$ cat src/rtl/pirisc_pkg.sv
// ============================================================================
// Module   : pirisc_pkg
// Brief    : Shared types and constants for the piRISC fetch path.
// Revision : 1.0
// ============================================================================
`default_nettype none

package pirisc_pkg;

    typedef enum logic [0:0] {
        BOOT = 1'b0,
        RUN  = 1'b1
    } fetch_state_t;

    localparam logic [31:0] DEFAULT_RESET_PC = 32'h0000_0000;
    localparam logic [31:0] NOP_INSTR        = 32'h0000_0013;
    localparam int          IMEM_AWIDTH      = 10;

endpackage

`default_nettype wire

$ cat src/rtl/fetch_skid_buffer.sv
// ============================================================================
// Module   : fetch_skid_buffer
// Brief    : Two-entry {pc, instr} FIFO with a registered head; flush beats enq.
// Revision : 1.0
// ============================================================================
`default_nettype none

module fetch_skid_buffer
    import pirisc_pkg::*;
#(
    parameter int                DWIDTH   = 32,
    parameter logic [DWIDTH-1:0] RESET_PC = DEFAULT_RESET_PC
) (
    input  logic              clk,
    input  logic              reset,
    input  logic              enq_i,
    input  logic [DWIDTH-1:0] enq_instr_i,
    input  logic [DWIDTH-1:0] enq_pc_i,
    input  logic              deq_i,
    input  logic              flush_i,
    output logic [1:0]        count_o,
    output logic              head_valid_o,
    output logic [DWIDTH-1:0] head_instr_o,
    output logic [DWIDTH-1:0] head_pc_o
);

    logic [1:0]        count_q, count_d;
    logic [DWIDTH-1:0] head_instr_q, head_instr_d;
    logic [DWIDTH-1:0] head_pc_q, head_pc_d;
    logic [DWIDTH-1:0] tail_instr_q, tail_instr_d;
    logic [DWIDTH-1:0] tail_pc_q, tail_pc_d;

    always_comb begin
        count_d      = count_q;
        head_instr_d = head_instr_q;
        head_pc_d    = head_pc_q;
        tail_instr_d = tail_instr_q;
        tail_pc_d    = tail_pc_q;
        if (flush_i) begin
            count_d = 2'd0;
        end else begin
            case ({enq_i, deq_i})
                2'b01: begin
                    head_instr_d = tail_instr_q;
                    head_pc_d    = tail_pc_q;
                    count_d      = count_q - 2'd1;
                end
                2'b10: begin
                    if (count_q == 2'd0) begin
                        head_instr_d = enq_instr_i;
                        head_pc_d    = enq_pc_i;
                    end else begin
                        tail_instr_d = enq_instr_i;
                        tail_pc_d    = enq_pc_i;
                    end
                    count_d = count_q + 2'd1;
                end
                2'b11: begin
                    // Count is unchanged; the new entry lands behind whatever remains.
                    if (count_q == 2'd2) begin
                        head_instr_d = tail_instr_q;
                        head_pc_d    = tail_pc_q;
                        tail_instr_d = enq_instr_i;
                        tail_pc_d    = enq_pc_i;
                    end else begin
                        head_instr_d = enq_instr_i;
                        head_pc_d    = enq_pc_i;
                    end
                end
                default: ;
            endcase
        end
    end

    always_ff @(posedge clk or posedge reset) begin
        if (reset) begin
            count_q      <= 2'd0;
            head_instr_q <= '0;
            head_pc_q    <= RESET_PC;
            tail_instr_q <= '0;
            tail_pc_q    <= RESET_PC;
        end else begin
            count_q      <= count_d;
            head_instr_q <= head_instr_d;
            head_pc_q    <= head_pc_d;
            tail_instr_q <= tail_instr_d;
            tail_pc_q    <= tail_pc_d;
        end
    end

    assign count_o      = count_q;
    assign head_valid_o = (count_q != 2'd0);
    assign head_instr_o = head_instr_q;
    assign head_pc_o    = head_pc_q;

endmodule

`default_nettype wire

$ cat src/rtl/fetch_controller.sv
// ============================================================================
// Module   : fetch_controller
// Brief    : piRISC fetch PC, imem sequencing, redirect squash, skid-buffered output.
// Revision : 1.0
// ============================================================================
`default_nettype none

module fetch_controller
    import pirisc_pkg::*;
#(
    parameter int                DWIDTH   = 32,
    parameter int                AWIDTH   = IMEM_AWIDTH,
    parameter logic [DWIDTH-1:0] RESET_PC = DEFAULT_RESET_PC
) (
    input  logic              clk,
    input  logic              reset,
    output logic [AWIDTH-1:0] imem_addr_o,
    input  logic [DWIDTH-1:0] imem_instr_i,
    input  logic              redirect_valid_i,
    input  logic [DWIDTH-1:0] redirect_pc_i,
    output logic              out_valid_o,
    input  logic              out_ready_i,
    output logic [DWIDTH-1:0] out_instr_o,
    output logic [DWIDTH-1:0] out_pc_o
);

    fetch_state_t      state_q;
    logic [DWIDTH-1:0] fetch_pc_q;
    logic [DWIDTH-1:0] inflight_pc_q;
    logic              inflight_q;

    logic [DWIDTH-1:0] issue_pc;
    logic [1:0]        buf_count;
    logic [1:0]        occupancy;
    logic              deq;
    logic              issue;
    logic              enq;
    logic              unused_redirect_lsbs;

    assign issue_pc    = redirect_valid_i ? {redirect_pc_i[DWIDTH-1:2], 2'b00} : fetch_pc_q;
    assign imem_addr_o = issue_pc[AWIDTH+1:2];

    assign occupancy = buf_count + {1'b0, inflight_q};
    assign deq       = out_valid_o & out_ready_i;
    assign issue     = (state_q == RUN) &&
                       (redirect_valid_i || (occupancy < 2'd2) || deq);
    // A redirect squashes the response arriving this cycle.
    assign enq       = inflight_q & ~redirect_valid_i;

    assign unused_redirect_lsbs = ^redirect_pc_i[1:0];

    always_ff @(posedge clk or posedge reset) begin
        if (reset) begin
            state_q       <= BOOT;
            fetch_pc_q    <= RESET_PC;
            inflight_q    <= 1'b0;
            inflight_pc_q <= RESET_PC;
        end else if (state_q == BOOT) begin
            state_q    <= RUN;
            inflight_q <= 1'b0;
            fetch_pc_q <= issue_pc;
        end else if (issue) begin
            inflight_q    <= 1'b1;
            inflight_pc_q <= issue_pc;
            fetch_pc_q    <= issue_pc + DWIDTH'(4);
        end else begin
            inflight_q <= 1'b0;
        end
    end

    fetch_skid_buffer #(
        .DWIDTH   (DWIDTH),
        .RESET_PC (RESET_PC)
    ) u_skid (
        .clk          (clk),
        .reset        (reset),
        .enq_i        (enq),
        .enq_instr_i  (imem_instr_i),
        .enq_pc_i     (inflight_pc_q),
        .deq_i        (deq),
        .flush_i      (redirect_valid_i),
        .count_o      (buf_count),
        .head_valid_o (out_valid_o),
        .head_instr_o (out_instr_o),
        .head_pc_o    (out_pc_o)
    );

endmodule

`default_nettype wire

$ cat config.mk
export PLATFORM = sky130hd
export DESIGN_NAME = fetch_controller
export DESIGN_NICKNAME = d
export VERILOG_FILES = /design/src/rtl/pirisc_pkg.sv /design/src/rtl/fetch_skid_buffer.sv /design/src/rtl/fetch_controller.sv
export SDC_FILE = /design/constraint.sdc
export NUM_CORES = 1
export LEC_CHECK = 0
export BUFFER_PORTS_ARGS = -buffer_cell sky130_fd_sc_hd__buf_4
export CORE_AREA = 2 2 137 139
export DETAILED_ROUTE_END_ITERATION = 8
export DIE_AREA = 0 0 139 141
export PLACE_DENSITY = 0.76
export SLEW_MARGIN = 5
export SYNTH_ARGS = -nofsm -noshare
export SYNTH_HDL_FRONTEND = slang
export SYNTH_SLANG_ARGS = --single-unit
$ cat constraint.sdc
create_clock -name clk -period 5 [get_ports clk]
set_input_delay 0 -clock clk [delete_from_list [all_inputs] [get_ports clk]]
set_output_delay 0 -clock clk [all_outputs]
set_load 0.05 [all_outputs]
# ---- Word level (Yosys, flattened, before mapping)
# Index checks and enable logic that the tools add are counted.
dict set report classes {
  n_addsub 4
  n_lt_le_gt_ge 1
  n_eq_ne 8
  muxes 19
  n_bitwise 3
  reduce_logical 11
}
# cell n
set op_table {}
lappend op_table {{$mux W32} 11}
lappend op_table {{$pmux W32 S3} 2}
lappend op_table {{$pmux W32 S2} 2}
lappend op_table {{$add A32 B3 Y32 const B} 1}
lappend op_table {{$eq A2 B2 Y1 const B} 3}
lappend op_table {{$ne A2 B1 Y1 const B} 3}
lappend op_table {{$reduce_bool A3 Y1} 2}
lappend op_table {{$pmux W2 S2} 1}
lappend op_table {{$reduce_and A4 Y1} 1}
lappend op_table {{$reduce_bool A2 Y1} 2}
lappend op_table {{$reduce_and A3 Y1} 1}
lappend op_table {{$add A2 B1 Y2} 1}
lappend op_table {{$add A2 B1 Y2 const B} 1}
lappend op_table {{$and A1 B1 Y1} 2}
lappend op_table {{$eq A2 B1 Y1 const B} 1}
lappend op_table {{$logic_not A2 Y1} 1}
lappend op_table {{$logic_or A1 B1 Y1} 2}
lappend op_table {{$lt A2 B2 Y1 const B} 1}
lappend op_table {{$mux W1} 2}
lappend op_table {{$mux W2} 1}
lappend op_table {{$ne A2 B2 Y1 const B} 1}
lappend op_table {{$reduce_and A2 Y1} 1}
lappend op_table {{$sub A2 B1 Y2 const B} 1}
lappend op_table {{$logic_and A1 B1 Y1} 1}
lappend op_table {{$not A1 Y1} 1}
dict set report totals {
  ff_bits 196
  input_bits 68
  out_inout_bits 75
}

# ---- Longest topological paths before layout
dict set report depth {
  depth_word 7
  depth_mapped 11
  ltp_nobuf 7
}

# ---- Modules after synthesis
# Synthesis repeated with hierarchy kept, for this count alone.
dict set report hier_totals {
  hier_cells 966
  area_unflattened_um2 9795.6
}
# mod n_inst cells_per_inst area_per_inst_um2 seq_area_each_um2
set modules_own_cells {}
lappend modules_own_cells {fetch_skid_buffer 1 526 5740.5 3253.1}
lappend modules_own_cells {fetch_controller 1 440 4055.1 1651.6}

# ---- Worst setup path after synthesis
# Ideal clock, no wire load.
dict set report synth_timing {
  path_kind {flip-flop to flip-flop}
  start {register u_skid.count_q[0], in the netlist u_skid.count_o[0]}
  end {register u_skid.tail_instr_q[0]}
  setup_ps 125
  t_arrival_ps 2099
  slack_ps 2777
  path_stages_with_launch 6
  path_buffers 2
  synth_period_minus_slack_ps 2223
  path_cell_list {dfrtp_1 > or2_2 > clkbuf_1 > nand3_1 > clkbuf_1 > mux2_2}
}
dict set report synth_via {
  elab_chain_len 5
  word_cells_on_any_way 11
}
# item line
set synth_rtl {}
lappend synth_rtl {{start, declared} fetch_skid_buffer.sv:27} ;# logic [1:0] count_q, count_d;
lappend synth_rtl {{start signal, assigned} fetch_skid_buffer.sv:83} ;# count_q <= count_d;
lappend synth_rtl {{$reduce_bool A2 Y1 *} fetch_skid_buffer.sv:92} ;# assign head_valid_o = (count_q != 2'd0);
lappend synth_rtl {{via out_valid_o} fetch_controller.sv:21} ;# output logic out_valid_o,
lappend synth_rtl {{$and A1 B1 Y1 *} fetch_controller.sv:44} ;# assign deq = out_valid_o & out_ready_i;
lappend synth_rtl {{$eq A2 B2 Y1} fetch_skid_buffer.sv:42} ;# case ({enq_i, deq_i})
lappend synth_rtl {{$ne A2 B1 Y1 (no source line) (tied with other cells)} --}
lappend synth_rtl {{$reduce_and A4 Y1 (no source line)} --}
lappend synth_rtl {{end signal, assigned} fetch_skid_buffer.sv:86} ;# tail_instr_q <= tail_instr_d;
lappend synth_rtl {{end, declared} fetch_skid_buffer.sv:30} ;# logic [DWIDTH-1:0] tail_instr_q, tail_instr_d;
# The timed path passes the listed nets; every way through them passes the cells marked *.
# A chain may end at the register's enable or synchronous reset.

# ---- Worst setup path after layout
dict set report layout_timing {
  start {input redirect_valid_i}
  end {register fetch_pc_q[31]}
}
dict set report layout_via {
  elab_chain_len 4
  word_cells_on_any_way 8
}
# item line
set layout_rtl {}
lappend layout_rtl {{start, declared} fetch_controller.sv:19} ;# input logic redirect_valid_i,
lappend layout_rtl {{$mux W32 or $logic_or A1 B1 Y1 (tied branches)} {fetch_controller.sv:40, fetch_controller.sv:46}}
lappend layout_rtl {{$add A32 B3 Y32 or $logic_or A1 B1 Y1 (tied branches)} {fetch_controller.sv:65, fetch_controller.sv:46}}
lappend layout_rtl {{$mux W32 or $logic_and A1 B1 Y1 (tied branches)} {fetch_controller.sv:62, fetch_controller.sv:45}}
lappend layout_rtl {{$mux W32 or $ne A2 B1 Y1 (tied branches)} --}
lappend layout_rtl {{end signal, assigned} fetch_controller.sv:61} ;# fetch_pc_q <= issue_pc;
lappend layout_rtl {{end signal, assigned} fetch_controller.sv:65} ;# fetch_pc_q <= issue_pc + DWIDTH'(4);
lappend layout_rtl {{end, declared} fetch_controller.sv:28} ;# logic [DWIDTH-1:0] fetch_pc_q;
# Parallel ways exist; a longest one is shown, timed or not. The select of a mux whose other input is x is not followed.

==> metrics <==
Critical Path RT 5310 ps; Synth Register Bits 196; H-tree levels 4; final hold violations 0; Crit. End Element register; worst-case clock buffer depth 2; Clk Latency, worst-skew pair 440 ps; most utilized layer in the global route result met2; final worst slack 2390 ps; Remaining Overflow, GRT 0; Hold EP fetch_pc_q[23]; Post-synth EDFFs 0; Final Hold Slack 11.0 ps; fin crit share 52.2%; f_max 383 MHz; CTS clk-pin slew, worst paths 70 ps; worst hold path class in -> reg; Post-Place Setup Slack 2150 ps; final WL 19,700 um; synthesized instance count 843; Hold Crit Start redirect_pc_i[23]; Final Slew Violations 0; arrival time at the worst endpoint 2920 ps; synthesized area per cell 11.0 um2; setup violators final 0; WL/cell 15.8 um; Initial Utilization 50.6%; max-capacitance violation count 0; Tot Pwr 5380 uW; CP Launch Type input port; Placer Congestion 0.847; CTS resizes 0; Layout area overhead 25.6%; first-pass GRT wire length 32,800 um; Worst IR Drop VDD 0.274 mV; M3 GR Usage 3.43%; CP bufs+invs 3; Vias 6,771; crit path kind in -> reg; reg-to-reg endpoint fetch_pc_q[26]; Num CTS Buffers 17; RSZ-0062 raised after global routing no; Critical-path top delay cell dlygate4sd3_1; number of synthesis warnings 0; HPWL after detailed placement 12,500 um; drt first pass iters 5; top-area cell type share of the netlist area 53.1%; setup TNS 0 ps; Buffers on Ports 140; kind of cell adding the most delay to the critical path buffers and inverters; Seq/Total Area, Yosys 53.1%; worst reg2reg setup slack 2540 ps; M2 GR Usage 33.0%; Final Net Count 1,072; number of global-route vias before repair 6,466; worst path cell trace buf_4 -> buf_4 -> nand3_1 -> a22oi_1 -> nand3_1 -> nor3_1 -> xnor2_1 -> dlygate4sd3_1 -> mux2i_1; DR vias/cell 5.42; fin area 11,600 um2; Post-DP Area 10,400 um2; relative slew slack 34.0%; aggregate global-route resource usage 20.7%; initial antenna violation count 0; met1 Use GR 29.2%; fraction of registers with async set/reset 100%; die width 139 um; diodes inserted 0; antenna viol nets, final 0; Num Clock Sinks 196; num ports 143; mapped cell area 9240 um2; largest net degree at the start of global routing 168; Area contributors post-synth dfrtp_1, mux2i_1, mux2_2, a21oi_1, nor2_1; R2R Path Start fetch_pc_q[3]; pwr dens 464 nW/um2; # fillers 1,444; chip height 141 um; layout cells sized above 1 26.8%; Unique masters post-synth 58; syn nets 912; largest area contributor in the synthesized netlist dfrtp_1; CTS root buf clkbuf_16; worst-case reg-to-reg path depth 7; status complete, no violations; # rows 50; Fin Clk Skew 11.1 ps; hold-critical path depth 4; most common flop cell mapped by yosys dfrtp_1; fin crit period 2610 ps; Worst Max-Slew Pin Slew 990 ps; worst-path fanout max 49; drc violations 0; core footprint 18,300 um2; die area 19,600 um2; Worst path max stage delay 580 ps; P_leak 0.00537 uW; DR iter-0 viols 375; CTS tree done
==> area by class of cell <==
| type | count | area, um2 | area share (%) |
|---|---|---|---|
| well taps | 234 | 293 | 2.52 |
| clock inverters | 11 | 174 | 1.50 |
| multi-input cells | 574 | 4030 | 34.8 |
| flip-flops and latches | 196 | 4900 | 42.3 |
| inverters | 11 | 45.0 | 0.388 |
| repair buffers | 203 | 1690 | 14.6 |
| clock buffers | 20 | 457 | 3.94 |
==> placed cells by master, fill, tap and decap left out, drive strengths merged, types with 2 or more instances in the layout <==
| cell | instances |
|---|---|
| a211oi | 7 |
| a21boi | 2 |
| a21o | 3 |
| a21oi | 94 |
| a22oi | 6 |
| and2 | 3 |
| and4 | 2 |
| buf | 146 |
| bufinv | 4 |
| clkbuf | 20 |
| clkinv | 3 |
| clkinvlp | 3 |
| dfrtp | 196 |
| dlygate4sd3 | 57 |
| inv | 12 |
| mux2 | 79 |
| mux2i | 89 |
| nand2 | 47 |
| nand2b | 3 |
| nand3 | 19 |
| nand3b | 8 |
| nand4 | 10 |
| nand4b | 4 |
| nor2 | 89 |
| nor2b | 4 |
| nor3 | 12 |
| nor3b | 4 |
| o21a | 2 |
| o21ai | 40 |
| o22a | 3 |
| o22ai | 3 |
| o31ai | 2 |
| or3 | 3 |
| xnor2 | 14 |
| xor2 | 5 |
==> power breakdown <==
part / switching [uW] / internal [uW] / total [uW]
Combinational: 1050 / 641 / 1690
Clock: 607 / 867 / 1470
Sequential: 228 / 1990 / 2220
==> what timing repair did <==
| action | in CTS | in global routing |
|---|---|---|
| endpoints found under the hold margin | 126 | 0 |
| hold buffers | 57 | 0 |
| setup buffers | 0 | 0 |
| setup endpoints to repair | 0 | 0 |
==> worst max-delay path by stage <==
| stage | depth (start not counted) | end | from | slack (ps) |
|---|---|---|---|---|
| after floorplan | 1 | fetch_pc_q[0] | reset | 2470 |
| after global placement | 7 | u_skid.head_pc_o[0] | redirect_valid_i | 2200 |
| after detailed placement | 7 | u_skid.head_instr_o[21] | redirect_valid_i | 2150 |
| after CTS | 9 | fetch_pc_q[31] | redirect_valid_i | 2440 |
| after global routing | 9 | fetch_pc_q[31] | redirect_valid_i | 2130 |
| final | 9 | fetch_pc_q[31] | redirect_valid_i | 2390 |
==> sequential cells by signal, indices dropped and copies added (netlist names) <==
register and flops:
inflight_q 1, u_skid.count_o 2, state_q 1, u_skid.head_instr_o 32, u_skid.head_pc_o 32, u_skid.tail_instr_q 32
fetch_pc_q 32, u_skid.tail_pc_q 32, inflight_pc_q 32
==> synthesized netlist by cell type (all sizes together), types with 4 or more instances <==
cell type  instances
o21ai             40
nor2b              4
nand3b             8
a211oi             7
xor2               5
nor3b              4
mux2              79
nor2              89
nand3             19
a21oi             94
xnor2             14
mux2i             89
nand4             10
clkbuf            38
dfrtp            196
buf               24
inv               10
nand4b             4
a22oi              6
nor3              12
nand2             47
==> worst reg2reg max path: stages, from the launching register on <==
cell and delay, ps:
dfrtp_1 360, mux2_4 180, ha_1 180, and4_1 350, nand4_1 360, nand2b_1 360
o31a_1 340, o31ai_1 230
==> cells by family (layout without fill, tap and decap cells) <==
family	Yosys count	after routing	synth area share, %
buffers and inverters	73	245	3.71
DFF	196	196	53.1
xor gates and xnor gates	19	19	1.80
and+or+nand+nor	213	213	11.1
AOI/OAI and AO/OA	172	172	10.7
other	1	1	0.0406
muxes	168	168	19.4
adders and majority gates	1	1	0.135
==> layer usage <==
metal / vias to the layer above / wire length (um)
li1: 3299 / -
met1: 3292 / 9540
met2: 159 / 9220
met3: 21 / 716
met4: 0 / 266
met5: - / 0
==> through the flow <==
stage               utilization, %  instances
CTS                           63.5       1249
global placement              56.9       1161
finish                        63.5       1249
floorplan                        -        843
detailed placement            56.9       1161
global route                  63.5       1249
Power figures use the tool's default switching activity.
